[config.mk]
export PLATFORM = sky130hd
export DESIGN_NAME = param_register_file
export DESIGN_NICKNAME = d
export VERILOG_FILES = /design/src/rtl/rf_pkg.sv /design/src/rtl/param_register_file_read.sv /design/src/rtl/param_register_file.sv
export SDC_FILE = /design/constraint.sdc
export NUM_CORES = 2
export LEC_CHECK = 0
export CELL_PAD_IN_SITES_DETAIL_PLACEMENT = 1
export CELL_PAD_IN_SITES_GLOBAL_PLACEMENT = 2
export CORE_ASPECT_RATIO = 0.5
export CORE_MARGIN = 3
export CORE_UTILIZATION = 43
export CTS_CLUSTER_DIAMETER = 80
export CTS_CLUSTER_SIZE = 30
export DETAILED_ROUTE_END_ITERATION = 8
export GPL_ROUTABILITY_DRIVEN = 1
export PLACE_DENSITY = 0.95
export SYNTH_ARGS = -nofsm -noshare
export SYNTH_HDL_FRONTEND = slang
export SYNTH_SLANG_ARGS = --single-unit
[constraint.sdc]
create_clock -name CLK -period 33.1 [get_ports CLK]
set_input_delay 6.62 -clock CLK [delete_from_list [all_inputs] [get_ports CLK]]
set_output_delay 6.62 -clock CLK [all_outputs]
set_load 0.02 [all_outputs]
[src/rtl/rf_pkg.sv]
// Shared constants and helpers for the parametrised register file.
// Imported by the top, the read-port slice and the testbench.
package rf_pkg;

    localparam int DEFAULT_DW   = 32;
    localparam int DEFAULT_NREG = 16;
    localparam int PC_STEP      = 4;

    // LSB of port `port` inside a flat bus of `width`-bit lanes
    function automatic int slice_lsb(input int port, input int width);
        return port * width;
    endfunction

endpackage

[src/rtl/param_register_file_read.sv]
// One combinational read port: register mux, same-cycle write bypass,
// and busy masking when the bypassed write resolves the hazard.
module rf_read_port
    import rf_pkg::*;
#(
    parameter int DW      = DEFAULT_DW,
    parameter int NREG    = DEFAULT_NREG,
    parameter int AW      = $clog2(NREG),
    parameter int BYPASS  = 1,
    parameter int R0_ZERO = 0
) (
    input  logic [AW-1:0]   raddr,
    input  logic [DW-1:0]   regs [NREG],
    input  logic [NREG-1:0] busy,
    input  logic            we0,
    input  logic [AW-1:0]   wa0,
    input  logic [DW-1:0]   wd0,
    input  logic            we1,
    input  logic [AW-1:0]   wa1,
    input  logic [DW-1:0]   wd1,
    output logic [DW-1:0]   rdata,
    output logic            rbusy
);

    logic is_zero;
    logic hit0;
    logic hit1;

    // Select read data: zero register, then port-0 bypass, port-1, storage
    always_comb begin
        is_zero = (R0_ZERO != 0) && (raddr == '0);
        hit0    = (BYPASS != 0) && we0 && (wa0 == raddr);
        hit1    = (BYPASS != 0) && we1 && (wa1 == raddr);
        rdata   = regs[raddr];
        rbusy   = busy[raddr];
        if (is_zero) begin
            rdata = '0;
            rbusy = 1'b0;
        end else if (hit0) begin
            rdata = wd0;
            rbusy = 1'b0;
        end else if (hit1) begin
            rdata = wd1;
            rbusy = 1'b0;
        end
    end

endmodule

[src/rtl/param_register_file.sv]
// Parametrised register file: two write ports, PC register with external
// load, NRD bypassing read ports and a pending-write scoreboard.
module param_register_file
    import rf_pkg::*;
#(
    parameter int DW      = DEFAULT_DW,
    parameter int NREG    = DEFAULT_NREG,
    parameter int AW      = $clog2(NREG),
    parameter int NRD     = 3,
    parameter int PC_IDX  = NREG - 1,
    parameter int BYPASS  = 1,
    parameter int R0_ZERO = 0
) (
    input  logic              CLK,
    input  logic              RST,
    input  logic [NRD*AW-1:0] RADDR,
    output logic [NRD*DW-1:0] RDATA,
    output logic [NRD-1:0]    RBUSY,
    input  logic              WE0,
    input  logic [AW-1:0]     WA0,
    input  logic [DW-1:0]     WD0,
    input  logic              WE1,
    input  logic [AW-1:0]     WA1,
    input  logic [DW-1:0]     WD1,
    input  logic              PCLD,
    input  logic [DW-1:0]     PCIN,
    output logic [DW-1:0]     PCOUT,
    input  logic              MARK,
    input  logic [AW-1:0]     MADDR
);

    logic [DW-1:0]   regs_q [NREG];
    logic [DW-1:0]   regs_d [NREG];
    logic [NREG-1:0] busy_q;
    logic [NREG-1:0] busy_d;
    logic [NREG-1:0] hit0;
    logic [NREG-1:0] hit1;
    logic [NREG-1:0] mhit;

    // Decode write and mark targets; register 0 is inert when hard-wired
    always_comb begin
        for (int i = 0; i < NREG; i++) begin
            hit0[i] = WE0 && (WA0 == AW'(i));
            hit1[i] = WE1 && (WA1 == AW'(i));
            mhit[i] = MARK && (MADDR == AW'(i));
            if ((R0_ZERO != 0) && (i == 0)) begin
                hit0[i] = 1'b0;
                hit1[i] = 1'b0;
                mhit[i] = 1'b0;
            end
        end
    end

    // Next register and busy state: port 0 beats port 1 beats PC load
    always_comb begin
        for (int i = 0; i < NREG; i++) begin
            regs_d[i] = regs_q[i];
            busy_d[i] = busy_q[i];
            if (hit0[i]) begin
                regs_d[i] = WD0;
            end else if (hit1[i]) begin
                regs_d[i] = WD1;
            end else if ((i == PC_IDX) && PCLD) begin
                regs_d[i] = PCIN;
            end
            if (mhit[i]) begin
                busy_d[i] = 1'b1;
            end else if (hit0[i] || hit1[i]) begin
                busy_d[i] = 1'b0;
            end
        end
    end

    // State registers with asynchronous clear
    always_ff @(posedge CLK or posedge RST) begin
        if (RST) begin
            for (int i = 0; i < NREG; i++) begin
                regs_q[i] <= '0;
            end
            busy_q <= '0;
        end else begin
            for (int i = 0; i < NREG; i++) begin
                regs_q[i] <= regs_d[i];
            end
            busy_q <= busy_d;
        end
    end

    assign PCOUT = regs_q[PC_IDX];

    for (genvar g = 0; g < NRD; g++) begin : g_rd
        rf_read_port #(
            .DW      (DW),
            .NREG    (NREG),
            .AW      (AW),
            .BYPASS  (BYPASS),
            .R0_ZERO (R0_ZERO)
        ) u_rd (
            .raddr (RADDR[slice_lsb(g, AW) +: AW]),
            .regs  (regs_q),
            .busy  (busy_q),
            .we0   (WE0),
            .wa0   (WA0),
            .wd0   (WD0),
            .we1   (WE1),
            .wa1   (WA1),
            .wd1   (WD1),
            .rdata (RDATA[slice_lsb(g, DW) +: DW]),
            .rbusy (RBUSY[g])
        );
    end

endmodule

# Yosys cells after proc, flatten, opt, wreduce, memory -nomap -nowiden
# Index checks and enable logic that the tools add are counted.
# word_totals
reg_bits	528
# classes
bitwise_logic	3
muxes	92
reduce_logical	105
n_lt_le_gt_ge	6
n_eq_ne	51
# ops
op	n
$mux 32	45
$bmux 32 s4	3
$eq 4x4->1 const B	24
$reduce_bool 2->1	31
$logic_and 1x1->1	54
$eq 4x3->1 const B	12
$mux 1	41
$eq 4x2->1 const B	6
$eq 4x4->1	6
$logic_or 1x1->1	16
$ge 5x5->1 const B	3
$lt 4x5->1 const B	3
$not 4->5	3
$bmux 1 s4	3
$eq 4x1->1 const B	3
$logic_not 4->1	3
$reduce_bool 3->1	1

# Longest topological paths before layout
# logic_depth
word_depth	6
depth_mapped	9

# Cells and area by module
# A second synthesis with hierarchy kept.
# hier_totals
cells_unflattened	3854
area_unflattened_um2	39834.5
# by_module_without_submodules
module	seq_area_each_um2	area_per_inst_um2	cells_per_inst	n_inst
param_register_file	13212.7	25195.4	2531	1
rf_read_port	0.0	4879.7	441	3

# Worst setup path after synthesis
# No wires, ideal clock.
# synth_timing
path_type	input port to output port
from	input RADDR[9]
to	output RBUSY[2]
required_time_ns	26.480
arrival_time_ns	8.175
slack_ns	18.305
path_stages	7
n_path_buf	4
cell_sequence	buf_6 -> buf_6 -> buf_2 -> mux4_2 -> mux4_2 -> and3_1 -> buf_4
# synth_between
elab_chain_len	4
elab_cells_between_ends	8
# synth_lines
item	line	rtl
start: declaration	param_register_file.sv:16	input logic [NRD*AW-1:0] RADDR,
$bmux 1 s4 / $eq 4x4->1 (equally long branches)	param_register_file_read.sv:35, param_register_file_read.sv:33	
$mux 1 (implied by the code) / $logic_and 1x1->1 (equally long branches)	param_register_file_read.sv:35, param_register_file_read.sv:33	
$mux 1	param_register_file_read.sv:42	end else if (hit1) begin
$mux 1 (*)	param_register_file_read.sv:39	end else if (hit0) begin
end: declaration	param_register_file.sv:18	output logic [NRD-1:0] RBUSY,
# Mark *: on every way between the ends. The rest lies on a longest branch, timed or not. The select of a mux whose other input is x is not followed.

# Worst setup path in the final report
# layout_timing
from	input RADDR[9]
to	output RDATA[72]
# layout_between
elab_chain_len	6
elab_cells_between_ends	10
# layout_lines
item	line	rtl
$not 4->5 (implied by the code)	param_register_file_read.sv:34	rdata = regs[raddr];
$bmux 32 s4	param_register_file_read.sv:34	
$mux 32 (implied by the code) (2 in a row)	param_register_file_read.sv:34	
$mux 32	param_register_file_read.sv:42	
$mux 32 (*)	param_register_file_read.sv:39	
end: declaration	param_register_file.sv:17	output logic [NRD*DW-1:0] RDATA,
# Marked as above.

==> qor_table.md <==
| Item | Value |
|---|---|
| Status | completed |
| Portion of total power attributed to the clock network | 19.5% |
| Cell at the root of the clock tree | clkbuf_16 |
| Initial antenna violation count | 4 |
| Number of setup violations in the final report | 0 |
| Instance count of the mapped netlist | 3866 |
| Hpwl dp | 96.1 mm |
| Part of the Yosys area used for sequential elements | 33.2% |
| Nature of the critical path startpoint | primary input |
| Cell with the most instances on the worst path | buf_4 |
| Largest net degree at the start of global routing | 123 |
| Cells along the critical path | clkbuf_8 -> buf_4 -> xor2_1 -> nor3_1 -> nand3_4 -> nand2b_2 -> buf_4 -> o221a_2 -> clkdlybuf4s50_1 |
| Worst reg-to-reg path cell count | 2 |
| Critical path class | primary input to output port |
| Total via count in the routed design | 35400 |
| Worst-path maximum fanout | 40 |
| Fraction of layout cells with a size suffix above 1 | 18.7% |
| Switching part of the total power | 37.4% |
| Register area | 13200 um^2 |
| Total negative setup slack | 0 ns |
| Shortest clock period the worst path allows after layout | 17.58 ns |
| Area after detailed placement | 42400 um^2 |
| Post-CTS setup buffer count | 0 |
| Number of enable flip-flop cells after synthesis | 0 |
| Critical path startpoint | RADDR[9] |
| Clock latency of the later-clocked register in the worst-skew pair | 0.65 ns |
| Capture instance of the worst register-to-register path | regs_q[355] |
| Leakage dissipation | 17.5 nW |
| Placeable core region | 91300 um^2 |
| Sequential cell fraction of total power | 42.7% |
| Post-synth top area share | 33.2% |
| Final cell count without fillers | 4971 |
| Number of library cell types mapped by synthesis | 38 |
| Total of buffers placed on input and output ports | 256 |
| Seq cells post-synth | 528 |
| Post-route fraction of the period consumed by the critical path | 53.1% |
| Master of the slowest instance on the critical path | clkdlybuf4s50_1 |
| Site row count | 78 |
| Final Skew | 0 ns |
| Worst-margin pin slew | 1.17 ns |
| Critical path data required time | 26.48 ns |
| FF-to-FF Start | regs_q[355] |
| Worst slew margin relative to its limit | 21.8% |
| Most frequent standard cell in the layout excluding fill and tap cells | mux2i_1 |
| Global-route wire length before repair | 247 mm |
| Post-detailed-route wirelength per cell | 33.9 um |
| Kind of path behind the tightest hold check | flip-flop to flip-flop |
| Number of instances resized during post-cts repair | 0 |
| Setup slack, reg-to-reg | 32.15 ns |
| CTS Hold Bufs | 0 |
| Number of nets still failing antenna checks after routing | 0 |
| Post-layout net count | 3835 |
| Synthesized area | 39800 um^2 |
| Vias in the first global route | 37300 |
| DRC | 0 |
| Delay contributed by the slowest stage of the critical path | 0.63 ns |
| Final standard cell area without fillers | 43400 um^2 |
| Area overhead of the layout relative to synthesis | 8.84% |
| Worst path arrival time | 10.96 ns |
| Max Freq | 56.9 MHz |
| Total net switching power | 0.000856 W |
| Die span in x | 436 um |
| Area of the multi-input gates | 24300 um^2 |
| Avg Cell Area, Syn | 10.3 um^2 |
| Largest area contributor in the synthesized netlist | dfrtp_1 |
| Number of buffers created by CTS | 27 |
| Die Area | 96500 um^2 |
| Via count normalized by instance count | 7.11 |
| Effective utilization at floorplan | 43.7% |
| RePlAce Congestion | 0.879 |
| Iteration-0 DRC count of the detailed router | 4251 |
| Proportion of register bits with asynchronous set or reset after synthesis | 100% |
| TritonCTS clock tree | built |
| Worst setup endpoint | RDATA[72] |
| Number of warnings reported in the yosys synthesis log | 0 |
| Number of hold-slack violations in the final timing report | 0 |
| H-tree depth | 1 |
| Bufs on Longest Clock Path | 3 |
| Drt pass-1 iters | 8 |
| Remaining Overflow, GRT | 0 |
| Count of filler cells inserted in the layout | 9809 |
| Cells taking the most area after synthesis | dfrtp_1 (33%), mux2i_1 (18%), mux4_2 (17%) |
| RSZ-0062 raised after global routing | no |
| Utilization after layout | 47.5% |
| Maximum VDD drop | 0.0351 mV |
| Global-route usage over all layers | 33.8% |
| Commonest cells after routing, fill and taps aside | mux2i_1 (704), dfrtp_1 (528), nor2_1 (328) |
| Number of max-capacitance violations reported | 0 |
| Internal Dissipation | 0.00143 W |
| Portion of total power attributed to combinational logic | 37.8% |
| Total length of routed wires | 168 mm |
| Sort of element at the end of the critical path | output port |
| Total count of max-transition violations in the final report | 0 |
| Register clock-pin slew on the reported worst setup and hold paths | 0.12 ns |
| Predominant post-synthesis flop cell | dfrtp_1 |
| Ports placed on the boundary | 257 |
| Number of placed cells counting well taps | 4919 |
| Nets in the synthesized netlist | 3992 |
| Clk sink count | 528 |
| Power per standard cell area | 52.8 nW/um^2 |
| Die outline height | 221 um |
## critical path, delay by kind of cell
| family | cells | cell delay [ns] |
|---|---|---|
| AOI/OAI and AO/OA | 1 | 0.38 |
| xor gates and xnor gates | 1 | 0.14 |
| buffers and inverters | 4 | 2.27 |
| and+or+nand+nor | 3 | 1.48 |
## metal layers
| metal | global-route usage (%) | share of wire (%) | vias to the layer above |
|---|---|---|---|
| met3 | 8.79 | 11 | 761 |
| met4 | 20.4 | 7.0 | 4 |
| met2 | 53.6 | 45 | 2290 |
| li1 | - | - | 14100 |
| met1 | 41.7 | 37 | 18200 |
| met5 | 0 | 0.015 | - |
## state kept, by name (all words and copies together), names as in the netlist
register	cells
regs_q	480
PCOUT	32
busy_q	16
## cell type report
type / instances / share of cell area (%)
multi-input cells: 2795 / 56.0
flip-flops and latches: 528 / 30.5
repair buffers: 353 / 7.64
well taps: 1240 / 3.58
clock buffers: 29 / 1.62
clock inverters: 18 / 0.618
inverters: 4 / 0.0519
diodes: 4 / 0.0231
## worst min-delay path by stage
stage                     startpoint  depth (start not counted)  slack, ns          to
after floorplan            PCOUT[24]                          1       0.50   PCOUT[24]
after global placement     busy_q[8]                          1       0.54   busy_q[8]
after detailed placement  busy_q[12]                          1       0.55  busy_q[12]
after CTS                 busy_q[12]                          1       0.58  busy_q[12]
after global routing       PCOUT[14]                          1       0.60   PCOUT[14]
final                      PCOUT[11]                          1       0.58   PCOUT[11]
## synth_stat cells, types with 7 or more instances
library cell / instances
mux2i_1: 704
dfrtp_1: 528
nor2_1: 330
nand2_1: 322
mux4_2: 303
a21oi_1: 288
o21ai_0: 258
clkbuf_1: 244
buf_2: 143
a221oi_1: 96
mux2_2: 96
nand4_1: 96
o221a_2: 94
buf_1: 75
buf_4: 61
o21ai_1: 41
a211oi_1: 32
a21o_1: 32
xor2_1: 18
buf_6: 16
nand3_1: 12
nor2b_1: 11
nand2b_1: 7
nor2_2: 7
## power groups by stage
stage               clock network (W)  logic, W  registers, W
finish                       0.000446  0.000866      0.000978
global route                 0.000470  0.000921       0.00100
CTS                          0.000447  0.000859      0.000971
detailed placement                  0  0.000856      0.000982
global placement                    0  0.000820      0.000958
floorplan                           0  0.000625      0.000922
## per-stage QoR
stage / total power (W) / hold slack (ns) / worst slack, ns
after floorplan: 0.00155 / 0.501 / 11.73
after global placement: 0.00178 / 0.538 / 15.66
after detailed placement: 0.00184 / 0.554 / 15.67
after CTS: 0.00228 / 0.580 / 15.66
after global routing: 0.00239 / 0.600 / 15.43
final: 0.00229 / 0.580 / 15.52
## cells by family (layout without fill, tap and decap cells)
kind of cell           Yosys count  after routing  synth area share [%]
other                            0              4                     0
XOR/XNOR                        24             24                 0.528
AND/OR/NAND/NOR                821            821                  8.82
multiplexers                  1103           1103                  37.5
flip-flops                     528            528                  33.2
AO/OA/AOI/OAI                  847            847                  13.5
buffers and inverters          543            404                  6.44
Note: power is estimated with default switching activity, not from simulation.
